===== src/rtl/wall_clock_ctrl.sv =====
// Wall clock timekeeping and set-time controller: BCD hh:mm:ss with carries, AM/PM and a mode/inc set FSM.
// Define CLOCK_24H_EN for a 24-hour build; the default build is 12-hour with AM/PM.
module wall_clock_ctrl (
  input  logic       clk,
  input  logic       reset_n,
  input  logic       tick,
  input  logic       mode_btn,
  input  logic       inc_btn,
  output logic [7:0] hh,
  output logic [7:0] mm,
  output logic [7:0] ss,
  output logic       pm,
  output logic [1:0] sel,
  output logic       setting,
  output logic       day_pulse
);

  typedef enum logic [1:0] {
    S_RUN    = 2'd0,
    S_SET_HH = 2'd1,
    S_SET_MM = 2'd2,
    S_SET_SS = 2'd3
  } state_t;

  state_t     r_state, w_state_next;
  logic [7:0] r_hh, r_mm, r_ss;
  logic [7:0] w_hh_next, w_mm_next, w_ss_next;
  logic       r_pm, w_pm_next;
  logic       r_day, w_day_next;
  logic       r_setting;
  logic       w_hh_to_12;
  logic       w_midnight;

  function automatic logic [7:0] f_inc_59(input logic [7:0] v);
    if (v == 8'h59)           f_inc_59 = 8'h00;
    else if (v[3:0] == 4'h9)  f_inc_59 = {v[7:4] + 4'h1, 4'h0};
    else                      f_inc_59 = {v[7:4], v[3:0] + 4'h1};
  endfunction

`ifdef CLOCK_24H_EN
  localparam logic [7:0] HH_RESET = 8'h00;
  function automatic logic [7:0] f_inc_hh(input logic [7:0] v);
    if (v == 8'h23)           f_inc_hh = 8'h00;
    else if (v[3:0] == 4'h9)  f_inc_hh = {v[7:4] + 4'h1, 4'h0};
    else                      f_inc_hh = {v[7:4], v[3:0] + 4'h1};
  endfunction
  assign w_hh_to_12 = 1'b0;
  assign w_midnight = (r_hh == 8'h23);
`else
  localparam logic [7:0] HH_RESET = 8'h12;
  function automatic logic [7:0] f_inc_hh(input logic [7:0] v);
    if (v == 8'h12)           f_inc_hh = 8'h01;
    else if (v[3:0] == 4'h9)  f_inc_hh = {v[7:4] + 4'h1, 4'h0};
    else                      f_inc_hh = {v[7:4], v[3:0] + 4'h1};
  endfunction
  assign w_hh_to_12 = (r_hh == 8'h11);
  // Midnight is the 11 PM -> 12 AM step, i.e. the pm toggle from 1 to 0.
  assign w_midnight = (r_hh == 8'h11) && r_pm;
`endif

  always_ff @(posedge clk or negedge reset_n) begin
    if (!reset_n) begin
      r_state   <= S_RUN;
      r_hh      <= HH_RESET;
      r_mm      <= 8'h00;
      r_ss      <= 8'h00;
      r_pm      <= 1'b0;
      r_day     <= 1'b0;
      r_setting <= 1'b0;
    end else begin
      r_state   <= w_state_next;
      r_hh      <= w_hh_next;
      r_mm      <= w_mm_next;
      r_ss      <= w_ss_next;
      r_pm      <= w_pm_next;
      r_day     <= w_day_next;
      r_setting <= (w_state_next != S_RUN);
    end
  end

  always_comb begin
    w_state_next = r_state;
    w_hh_next    = r_hh;
    w_mm_next    = r_mm;
    w_ss_next    = r_ss;
    w_pm_next    = r_pm;
    w_day_next   = 1'b0;
    case (r_state)
      S_RUN: begin
        // The tick still lands when mode_btn leaves RUN on the same edge.
        if (tick) begin
          w_ss_next = f_inc_59(r_ss);
          if (r_ss == 8'h59) begin
            w_mm_next = f_inc_59(r_mm);
            if (r_mm == 8'h59) begin
              w_hh_next  = f_inc_hh(r_hh);
              w_pm_next  = r_pm ^ w_hh_to_12;
              w_day_next = w_midnight;
            end
          end
        end
        if (mode_btn) w_state_next = S_SET_HH;
      end
      S_SET_HH: begin
        if (mode_btn) begin
          w_state_next = S_SET_MM;
        end else if (inc_btn) begin
          w_hh_next = f_inc_hh(r_hh);
          w_pm_next = r_pm ^ w_hh_to_12;
        end
      end
      S_SET_MM: begin
        if (mode_btn)     w_state_next = S_SET_SS;
        else if (inc_btn) w_mm_next    = f_inc_59(r_mm);
      end
      S_SET_SS: begin
        if (mode_btn)     w_state_next = S_RUN;
        else if (inc_btn) w_ss_next    = f_inc_59(r_ss);
      end
      default: w_state_next = S_RUN;
    endcase
  end

  assign hh        = r_hh;
  assign mm        = r_mm;
  assign ss        = r_ss;
  assign pm        = r_pm;
  assign sel       = r_state;
  assign setting   = r_setting;
  assign day_pulse = r_day;

endmodule


===== config.mk =====
export PLATFORM = sky130hd
export DESIGN_NAME = wall_clock_ctrl
export DESIGN_NICKNAME = d
export VERILOG_FILES = /design/src/rtl/wall_clock_ctrl.sv
export SDC_FILE = /design/constraint.sdc
export NUM_CORES = 1
export LEC_CHECK = 0
export CAP_MARGIN = 5
export CORE_ASPECT_RATIO = 1.1
export CORE_MARGIN = 2
export CORE_UTILIZATION = 55
export DETAILED_ROUTE_END_ITERATION = 12
export GPL_ROUTABILITY_DRIVEN = 0
export GPL_TIMING_DRIVEN = 0
export HOLD_SLACK_MARGIN = 0.03
export PLACE_DENSITY = 0.84
export RECOVER_POWER = 50
export SYNTH_ARGS = -nofsm -noshare
export SYNTH_HDL_FRONTEND = slang
export SYNTH_SLANG_ARGS = --single-unit

===== constraint.sdc =====
create_clock -name clk -period 2.85 [get_ports clk]
set_input_delay 0.57 -clock clk [delete_from_list [all_inputs] [get_ports clk]]
set_output_delay 0.57 -clock clk [all_outputs]
set_load 0.03 [all_outputs]

[Yosys cells after proc, flatten, opt, wreduce, memory -nomap -nowiden]
Index checks and enable logic that the tools add are counted.
Storage, ports and cells
  input bits: 5
  register bits after elaboration: 29
Operators by class
  reduce and logical (&&, ||, !) cells: 9
  eq/ne operators: 19
  multiplexer cells: 36
  bitwise gates (word level): 1
  add/subtract/negate cells: 6
Operator list (number)
  two-way mux 8 bit: 18
  case mux 8 bit (2 select lines): 3
  adder 4 x 1 -> 4 bit, second input constant: 6
  != test 2 bit, second input constant: 9
  == test 8 x 5 -> 1 bit, second input constant: 2
  == test 8 x 7 -> 1 bit, second input constant: 2
  == test 4 bit, second input constant: 3
  two-way mux 1 bit: 9
  two-way mux 2 bit: 4
  case mux 2 bit (4 select lines): 1
  nonzero test 2 bit: 4
  AND reduction 6 bit: 1
  AND reduction 5 bit: 1
  == test 2 bit, second input constant: 2
  AND reduction 4 bit: 1
  == test 2 x 1 -> 1 bit, second input constant: 1
  zero test 2 bit: 1
  case mux 1 bit (2 select lines): 1
  logical AND 1 bit: 1
  bitwise XOR 1 bit: 1

[Longest topological paths before layout]
Gate-level depths: netlist of run 1.
  depth after elaboration: 7
  mapped depth: 8
  mapped depth without buffers: 7

[Worst setup path after synthesis of run 1]
No wires, ideal clock.
  path kind: register -> register
  from: reg r_state[0] (netlist: sel[0])
  to: reg r_pm (netlist: pm)
  arrival time: 2.072 ns
  library setup time: 0.125 ns
  cell stages (with the launch flop): 9
  path slack: 0.653 ns
  required time: 2.725 ns
  clock period less this slack: 2.197 ns
  buffers on the path: 2
  cells stage by stage: dfrtp_1 -> inv_1 -> ha_1 -> buf_2 -> and4b_1 -> and4_1 -> buf_2 -> o21ai_2 -> mux2_2
Between the ends
  cells in the longest elaborated chain, start to end: 3
RTL lines
  start: declaration: RTL line 25  | state_t r_state, w_state_next;
  start signal: assignment: RTL line 71  | r_state <= w_state_next;
  == test 2 x 1 -> 1 bit or zero test 2 bit (tied branches): RTL line 88  | case (r_state)
  != test 2 bit (no line) or nonzero test 2 bit (tied branches)
  AND reduction 6 bit (no line)
  end signal: assignment: RTL line 75  | r_pm <= w_pm_next;
  end: declaration: RTL line 28  | logic r_pm, w_pm_next;
Parallel ways exist; a longest one is shown, timed or not.
A chain may end at the register's enable or synchronous reset.

[Worst setup path after layout of run 1]
  from: reg r_state[1] (netlist: sel[1])
  to: reg r_pm (netlist: pm)
Same word-level chain as after synthesis.

==> flow_metrics.env, run 1 <==
export IMPL_power_leakage_uw=0.001024
export IMPL_drive_gt1_share_pct=13.82
export IMPL_clk_pin_slew_ns=0.10
export IMPL_hold_viol=0
export IMPL_rsz0062_at_grt="no"
export IMPL_peakVddDrop_mv=0.6064
export IMPL_r2r_slack_ns=0.50
export IMPL_drt_initial_drc_count=82
export IMPL_cts_resized=0
export IMPL_n_fill_cell=241
export IMPL_dp_cells=243
export IMPL_final_common_cell="clkdlybuf4s50_1"
export IMPL_clkSinkCount=29
export IMPL_drc=3
export IMPL_hold_class="flip-flop to flip-flop"
export IMPL_reg2reg_to="pm"
export IMPL_fin_skew_ns=0.01301
export IMPL_startpoint="sel[1]"
export IMPL_ys_flop_type="dfrtp_1"
export IMPL_worstSkewPairLatency_ns=0.34
export IMPL_cts_buffers=5
export IMPL_cp_start_kind="flip-flop"
export IMPL_antennaDiodeCount=0
export IMPL_min_path_cells=1
export IMPL_nets=237
export IMPL_drt_first_pass_iters=8
export IMPL_slew_viol_final=30
export IMPL_start_util_pct=58.51
export IMPL_io_pins=34
export IMPL_wirelength_um=3898
export IMPL_end_kind="flip-flop"
export IMPL_cts_htree_levels=2
export IMPL_critPathKind="flip-flop to flip-flop"
export IMPL_area_delta_synth_final_pct=23.10
export IMPL_avgSynthCellArea_um2=10.31
export IMPL_synthArstFlopShare_pct=100.0
export IMPL_grt_antenna_before_repair=0
export IMPL_min_period_over_period_pct=82.31
export IMPL_synth_edff_count=0
export IMPL_layoutNonFillerInstCount=251
export IMPL_period_needed_ns=2.346
export IMPL_dp_slack_ns=0.4131
export IMPL_arrival_ns=2.58
export IMPL_routedWlPerCell_um=15.53
export IMPL_r2r_start="sel[1]"
export IMPL_postRouteAntennaNets=0
export IMPL_required_ns=3.09
export IMPL_setup_viol=0
export IMPL_synth_cell_type_count=52
export IMPL_grt_pass1_wl_um=6603
export IMPL_root_buffer="clkbuf_4"
export IMPL_outcome="complete, but fails checks"
export IMPL_post_cts_setup_buffer_count=0
export IMPL_fin_tns_setup_ns=0
export IMPL_min_from="hh[4]"
export IMPL_path_max_fanout=10
export IMPL_synth_nets=197
export IMPL_cts_buffer_depth=2
export IMPL_vias_per_cell=5.964
export IMPL_violations="design-rule violations, max-capacitance violations, max-slew violations"
export IMPL_hold_path_end="hh[4]"
export IMPL_yosys_warnings=0
export IMPL_syn_area_um2=1814
export IMPL_grt_pass1_vias=1513
export IMPL_num_rows=21
export IMPL_die_y_um=64.24
export IMPL_final_cell_mix="clkdlybuf4s50_1 (28), dfrtp_1 (27), ha_1 (16)"
export IMPL_hpwl_um=2962
export IMPL_numPortBuffers=33
export IMPL_cts_tree="done"
export IMPL_pwr_density_cell_nw_per_um2=1137
export IMPL_grt_max_degree=30
export IMPL_fmax_ghz=0.4263
export IMPL_die_w_um=58.76
export IMPL_vias=1497
export IMPL_hold_ws_ns=0.5179
export IMPL_reg2reg_depth=8
export IMPL_hold_buffers=0
export IMPL_setup_ws_ns=0.5040
export IMPL_grt_usage_pct=22.70
export IMPL_drv_cap=1
export IMPL_ys_ff_latch=29
export IMPL_grt_overflow=0
export IMPL_worstMarginPinSlew_ns=1.528
export IMPL_ys_seq_area_share_pct=40.14
export IMPL_core_area_um2=3100
export IMPL_slew_headroom_pct=-1.875
export IMPL_syn_inst=176
export IMPL_die_area_um2=3774
==> report_power, final <==
part | internal [uW] | leakage, uW | switching, uW | total, uW
clock network | 92.8 | 0.0000310 | 156 | 248
logic | 646 | 0.000634 | 855 | 1500
registers | 581 | 0.000359 | 209 | 791
total | 1320 | 0.00102 | 1220 | 2540
==> routing by layer <==
layer | vias up | wire (um) | GRT usage [%]
met4 | 0 | 109 | 11.36
met5 | - | 0 | 0
met3 | 9 | 142 | 4.251
met1 | 729 | 1587 | 24.61
met2 | 42 | 2058 | 40.83
li1 | 717 | - | -
==> metrics by stage <==
step	power [uW]	instance area, um2	utilization, %
floorplan	1770	1814	-
global placement	2209	2187	70.54
detailed placement	2310	2187	70.54
CTS	2564	2242	72.32
global route	2725	2233	72.03
finish	2540	2233	72.03
==> flip-flops by register name, summed over array words and instances (netlist names) <==
signal,count
hh,8
setting,1
ss,8
pm,1
sel,2
mm,8
day_pulse,1
==> Yosys cell counts (2+ instances only) <==
| cell | n | share of area (%) |
|---|---|---|
| o31ai_1 | 2 | 0.83 |
| buf_2 | 3 | 0.83 |
| a21o_1 | 2 | 0.83 |
| inv_1 | 12 | 2.5 |
| nor4_1 | 2 | 0.69 |
| ha_1 | 16 | 11 |
| nor2b_1 | 6 | 2.1 |
| and3b_1 | 4 | 1.9 |
| nand2b_1 | 4 | 1.4 |
| mux2_2 | 10 | 6.2 |
| nand2_1 | 9 | 1.9 |
| nand3_1 | 7 | 1.9 |
| o21ai_0 | 8 | 2.2 |
| nor2_1 | 14 | 2.9 |
| xnor2_1 | 4 | 1.9 |
| dfstp_2 | 2 | 2.9 |
| nand4_1 | 4 | 1.4 |
| nor3_1 | 2 | 0.55 |
| o211ai_1 | 2 | 0.83 |
| dfrtp_1 | 27 | 37 |
| and4b_1 | 2 | 1.1 |
| a21oi_1 | 3 | 0.83 |
| and3_1 | 2 | 0.69 |
==> cells by family after synthesis <==
family,after synthesis,share of synthesized area [%]
compound gates,34,15.04
xor+xnor,4,1.931
fa+ha+maj,16,11.03
buf+inv,17,4.137
flops,29,40.14
mux,11,6.759
simple gates,65,20.97
==> cell type report <==
| type | count | area (um2) | area share (%) |
|---|---|---|---|
| timing repair buffer | 33 | 324.1 | 14.51 |
| sequential | 29 | 728.2 | 32.61 |
| buffer | 5 | 27.53 | 1.232 |
| clock buffer | 5 | 37.54 | 1.681 |
| inverter | 12 | 45.04 | 2.017 |
| multi-input combinational | 130 | 1011 | 45.27 |
| tap | 34 | 42.54 | 1.905 |
| clock inverter | 3 | 17.52 | 0.7843 |
==> worst max path at each step <==
stage / endpoint
after detailed placement: mm[5]
after floorplan: pm
after global routing: hh[1]
final: pm
after CTS: pm
after global placement: mm[5]
==> critical path, cell delays in order (launching register included) <==
cell	delay, ns
dfrtp_1	0.44
inv_1	0.13
ha_1	0.16
clkbuf_1	0.32
and4b_1	0.25
and4_1	0.20
clkbuf_1	0.30
o21ai_2	0.17
mux2_2	0.29
(Power assumes the default switching activity.)
==> run 2, diff against run 1 <==
--- a/config.mk
+++ b/config.mk
@@ -8,12 +8,12 @@
 export CAP_MARGIN = 5
 export CORE_ASPECT_RATIO = 1.1
 export CORE_MARGIN = 2
-export CORE_UTILIZATION = 55
+export CORE_UTILIZATION = 52
 export DETAILED_ROUTE_END_ITERATION = 12
 export GPL_ROUTABILITY_DRIVEN = 0
 export GPL_TIMING_DRIVEN = 0
 export HOLD_SLACK_MARGIN = 0.03
-export PLACE_DENSITY = 0.84
+export PLACE_DENSITY = 0.8
 export RECOVER_POWER = 50
 export SYNTH_ARGS = -nofsm -noshare
 export SYNTH_HDL_FRONTEND = slang
==> constraint.sdc (replaced) <==
create_clock -name clk -period 2.28 [get_ports clk]
set_input_delay 0.456 -clock clk [delete_from_list [all_inputs] [get_ports clk]]
set_output_delay 0.456 -clock clk [all_outputs]
set_load 0.03 [all_outputs]
==> flow_metrics.env, run 2 (synthesis results as in run 1) <==
export IMPL_drt_first_pass_iters=6
export IMPL_fmax_ghz=0.4578
export IMPL_clk_pin_slew_ns=0.10
export IMPL_peakVddDrop_mv=0.7782
export IMPL_hpwl_um=2897
export IMPL_critPathTopFamily="buffers and inverters"
export IMPL_worstMarginPinSlew_ns=1.528
export IMPL_required_ns=2.51
export IMPL_antennaDiodeCount=0
export IMPL_die_w_um=60.32
export IMPL_clkSinkCount=29
export IMPL_slew_headroom_pct=-1.852
export IMPL_reg2reg_depth=8
export IMPL_die_y_um=65.95
export IMPL_cts_buffers=5
export IMPL_rsz0062_at_grt="no"
export IMPL_drc=0
export IMPL_arrival_ns=2.41
export IMPL_setup_ws_ns=0.09565
export IMPL_final_common_cell="dfrtp_1"
export IMPL_numPortBuffers=33
export IMPL_r2r_start="sel[0]"
export IMPL_postRouteAntennaNets=0
export IMPL_path_depth=8
export IMPL_drive_gt1_share_pct=14.75
export IMPL_power_leakage_uw=0.001046
export IMPL_num_rows=22
export IMPL_fin_tns_setup_ns=0
export IMPL_cp_endpoint="pm"
export IMPL_grt_overflow=0
export IMPL_fin_skew_ns=0.007749
export IMPL_critPathKind="flip-flop to flip-flop"
export IMPL_startpoint="sel[0]"
export IMPL_hold_class="primary input to asynchronous set/reset pin"
export IMPL_final_cell_mix="dfrtp_1 (27), clkdlybuf4s50_1 (25), ha_1 (16)"
export IMPL_vias_per_cell=5.574
export IMPL_cp_buffers_inverters=3
export IMPL_outcome="complete, but fails checks"
export IMPL_pwr_density_cell_nw_per_um2=1419
export IMPL_grt_pass1_vias=1530
export IMPL_area_delta_synth_final_pct=25.03
export IMPL_cts_resized=0
export IMPL_drv_cap=1
export IMPL_crit_chain="inv_1, ha_1, buf_2, and4b_1, and4_1, buf_2, o21ai_2, mux2_2"
export IMPL_grt_usage_pct=22.29
export IMPL_root_buffer="clkbuf_4"
export IMPL_cts_htree_levels=2
export IMPL_n_fill_cell=279
export IMPL_wirelength_um=3848
export IMPL_violations="max-capacitance violations, max-slew violations"
export IMPL_routedWlPerCell_um=14.52
export IMPL_drt_initial_drc_count=56
export IMPL_slew_viol_final=30
export IMPL_end_kind="flip-flop"
export IMPL_cts_buffer_depth=2
export IMPL_start_util_pct=54.47
export IMPL_path_max_fanout=10
export IMPL_reg2reg_to="pm"
export IMPL_layoutNonFillerInstCount=265
export IMPL_nets=237
export IMPL_grt_max_degree=30
export IMPL_die_area_um2=3978
export IMPL_grt_pass1_wl_um=6603
export IMPL_core_area_um2=3331
export IMPL_io_pins=34
export IMPL_hold_viol=0
export IMPL_setup_viol=0
export IMPL_cp_start_kind="flip-flop"
export IMPL_worstSkewPairLatency_ns=0.34
export IMPL_critPathMaxStageDelay_ns=0.44
export IMPL_period_needed_ns=2.184
export IMPL_cp_common_cell="buf_2"
export IMPL_cts_tree="done"
export IMPL_grt_antenna_before_repair=0
export IMPL_crit_path_top_delay_cell="dfrtp_1"
export IMPL_dp_cells=257
export IMPL_vias=1477
export IMPL_r2r_slack_ns=0.1
export IMPL_dp_slack_ns=-0.07517
export IMPL_min_period_over_period_pct=95.80
[run 2: cell count changes in the layout (fill, tap and decap cells not counted)]
cell             previous run  this run
dlygate4sd3_1               4         7
clkbuf_1                    4         2
clkbuf_8                    0         2
clkdlybuf4s50_1            28        25
clkinvlp_4                  1         0
buf_2                       1         3
clkinv_2                    2         1
[run 2: how the worst min path moves through the flow]
stage	slack, ns	to	start
3_3_place_gp	0.49	hh[7]	hh[7]
3_5_place_dp	0.49	hh[7]	hh[7]
6_report	0.47	hh[6]	reset_n
2_1_floorplan	0.16	day_pulse	reset_n
4_1_cts	0.50	hh[7]	hh[7]
5_1_grt	0.52	hh[7]	hh[7]
[run 2: where the power goes]
part	internal, uW	switching (uW)
registers	727	268
clock network	178	185
logic	804	1060
total	1710	1510
[run 2: layout make-up]
class	count	area (um2)	area share, %
Clock buffer	7	65.06	2.868
Tap cell	48	60.06	2.648
Buffer	5	30.03	1.324
Timing Repair Buffer	33	324.1	14.29
Inverter	12	45.04	1.986
Multi-Input combinational cell	130	1011	44.57
Sequential cell	29	728.2	32.10
Clock inverter	1	5.005	0.2206
[run 2: per-layer routing]
layer | wire (um) | GRT usage (%) | up-vias | part of all wire, %
li1 | - | - | 714 | -
met1 | 1554 | 24.32 | 716 | 40
met2 | 2040 | 39.13 | 35 | 53
met3 | 157 | 5.871 | 12 | 4.1
met4 | 95 | 10.56 | 0 | 2.5
met5 | 0 | 0 | - | 0
[run 2: repair_timing]
action / CTS / global route
hold buffers: 0 / 0
endpoints found under the setup margin: 0 / 1
setup buffers: 0 / 0
[run 2: per-stage QoR]
stage	utilization (%)	area (um2)	hold slack, ns	power (uW)
CTS	68.29	2275	0.5037	3253
finish	68.11	2268	0.4728	3219
global placement	66.19	2205	0.4873	2753
floorplan	-	1814	0.1604	2213
detailed placement	66.19	2205	0.4908	2880
global route	68.11	2268	0.5230	3463
==> run 3, diff against run 2 <==
--- a/config.mk
+++ b/config.mk
@@ -13,7 +13,7 @@
 export GPL_ROUTABILITY_DRIVEN = 0
 export GPL_TIMING_DRIVEN = 0
 export HOLD_SLACK_MARGIN = 0.03
-export PLACE_DENSITY = 0.8
+export PLACE_DENSITY = 0.89
 export RECOVER_POWER = 50
 export SYNTH_ARGS = -nofsm -noshare
 export SYNTH_HDL_FRONTEND = slang
==> flow_metrics.env, run 3 (synthesis results as in run 1) <==
export IMPL_peakVddDrop_mv=0.8422
export IMPL_multi_input_area_um2=1018
export IMPL_io_pins=34
export IMPL_slew_viol_final=30
export IMPL_violations="max-capacitance violations, max-slew violations"
export IMPL_nets=237
export IMPL_required_ns=2.51
export IMPL_hold_viol=0
export IMPL_p_int_uw=1790
export IMPL_die_area_um2=3978
export IMPL_power_leakage_uw=0.001056
export IMPL_p_sw_share_pct=45.47
export IMPL_drv_cap=1
export IMPL_worstSkewPairLatency_ns=0.34
export IMPL_arrival_ns=2.37
export IMPL_numPortBuffers=33
export IMPL_area_delta_synth_final_pct=26.28
export IMPL_crit_chain="inv_1, ha_1, buf_2, and4b_1, and4_1, buf_2, o21ai_4, mux2_2"
export IMPL_cts_tree="done"
export IMPL_outcome="complete, but fails checks"
export IMPL_critPathTopFamily="buffers and inverters"
export IMPL_worstMarginPinSlew_ns=1.526
export IMPL_layoutNonFillerInstCount=265
export IMPL_fin_util_pct=68.78
export IMPL_cp_start_kind="flip-flop"
export IMPL_dp_cells=257
export IMPL_pwr_density_cell_nw_per_um2=1433
export IMPL_hold_class="primary input to asynchronous set/reset pin"
export IMPL_grt_usage_pct=20.91
export IMPL_period_needed_ns=2.140
export IMPL_startpoint="sel[1]"
export IMPL_clkSinkCount=29
export IMPL_critPathKind="flip-flop to flip-flop"
export IMPL_grt_max_degree=30
export IMPL_rsz0062_at_grt="no"
export IMPL_hold_buffers=0
export IMPL_drc=0
export IMPL_power_share_sequential_pct=30.1
export IMPL_fin_tns_setup_ns=0
export IMPL_hpwl_um=2543
export IMPL_slew_headroom_pct=-1.717
export IMPL_vias_per_cell=5.408
export IMPL_drt_initial_drc_count=75
export IMPL_routedWlPerCell_um=13.52
export IMPL_r2r_start="sel[1]"
export IMPL_drt_first_pass_iters=4
export IMPL_setup_viol=0
export IMPL_fmax_ghz=0.4673
export IMPL_grt_pass1_vias=1373
export IMPL_seqCellArea_um2=728.2
export IMPL_min_period_over_period_pct=93.85
export IMPL_path_max_fanout=10
export IMPL_postRouteAntennaNets=0
export IMPL_cts_buffers=5
export IMPL_wirelength_um=3584
export IMPL_clk_pin_slew_ns=0.10
export IMPL_critPathMaxStageDelay_ns=0.45
export IMPL_antennaDiodeCount=0
export IMPL_n_fill_cell=256
export IMPL_cts_buffer_depth=2
export IMPL_fin_skew_ns=0.006924
export IMPL_final_cell_mix="dfrtp_1 (27), clkdlybuf4s50_1 (25), ha_1 (16)"
export IMPL_die_w_um=60.32
export IMPL_num_rows=22
export IMPL_final_common_cell="dfrtp_1"
export IMPL_hold_ws_ns=0.4719
export IMPL_drive_gt1_share_pct=13.82
export IMPL_crit_path_top_delay_cell="dfrtp_1"
export IMPL_cp_common_cell="buf_2"
export IMPL_cp_buffers_inverters=3
export IMPL_die_y_um=65.95
export IMPL_p_comb_share_pct=56.2
export IMPL_cts_htree_levels=2
export IMPL_end_kind="flip-flop"
export IMPL_core_area_um2=3331
export IMPL_grt_antenna_before_repair=0
export IMPL_p_clk_share_pct=13.7
export IMPL_vias=1433
export IMPL_root_buffer="clkbuf_4"
export IMPL_start_util_pct=54.47
export IMPL_switchingPower_uw=1493
export IMPL_grt_overflow=0
export IMPL_grt_pass1_wl_um=6161
run 3: changes by cell type in the layout (fill, tap and decap cells not counted), sizes merged:
| cell | before | now |
|---|---|---|
| clkinv | 1 | 0 |
| bufinv | 0 | 1 |
run 3: layout make-up:
| cell class | count | area share [%] |
|---|---|---|
| Buffer | 5 | 1.311 |
| Clock buffer | 7 | 2.403 |
| Clock inverter | 1 | 1.311 |
| Inverter | 12 | 1.966 |
| Multi-Input combinational cell | 130 | 44.46 |
| Sequential cell | 29 | 31.79 |
| Tap cell | 48 | 2.622 |
| Timing Repair Buffer | 33 | 14.15 |
run 3: layer usage:
metal | vias to the layer above | track usage, % | part of all wire, %
met2 | 30 | 34.24 | 49
met4 | 0 | 10.00 | 2.2
met5 | - | 0 | 0
met3 | 7 | 5.284 | 3.3
met1 | 681 | 25.15 | 46
li1 | 715 | - | -
run 3: through the flow:
stage	power (uW)	area [um2]	worst slack, ns
detailed placement	2838	2205	-0.09939
finish	3283	2291	0.1402
global route	3532	2291	0.04421
floorplan	2213	1814	0.08287
global placement	2774	2205	-0.05024
CTS	3305	2290	0.1322
run 3: timing repair:
item | in CTS | in global routing
resized for setup | 0 | 1
buffers inserted | 0 | 0
setup endpoints to repair | 0 | 1
run 3: final timing paths:
check | slack, ns | cells after the start | endpoint
worst max register to register | 0.14 | 8 | pm
min in group clk | 0.50 | 1 | hh[7]
worst min-delay path | 0.47 | 1 | hh[3]
worst min register to register | 0.50 | 1 | hh[7]
worst max-delay path | 0.14 | 8 | pm
max in group asynchronous | 0.92 | 1 | ss[2]
run 3: worst reg2reg max path: stages (launching register included):
cell and delay [ns]:
dfrtp_1 0.45, inv_1 0.11, ha_1 0.18, buf_2 0.17, and4b_1 0.19, and4_1 0.18, buf_2 0.17, o21ai_4 0.21
mux2_2 0.36
run 3: power groups by stage:
stage	combinational (uW)	sequential [uW]	clock [uW]
6_report	1840	990	449
5_1_grt	2010	1040	487
4_1_cts	1860	986	460
3_5_place_dp	1840	994	0
3_3_place_gp	1790	985	0
2_1_floorplan	878	1340	0
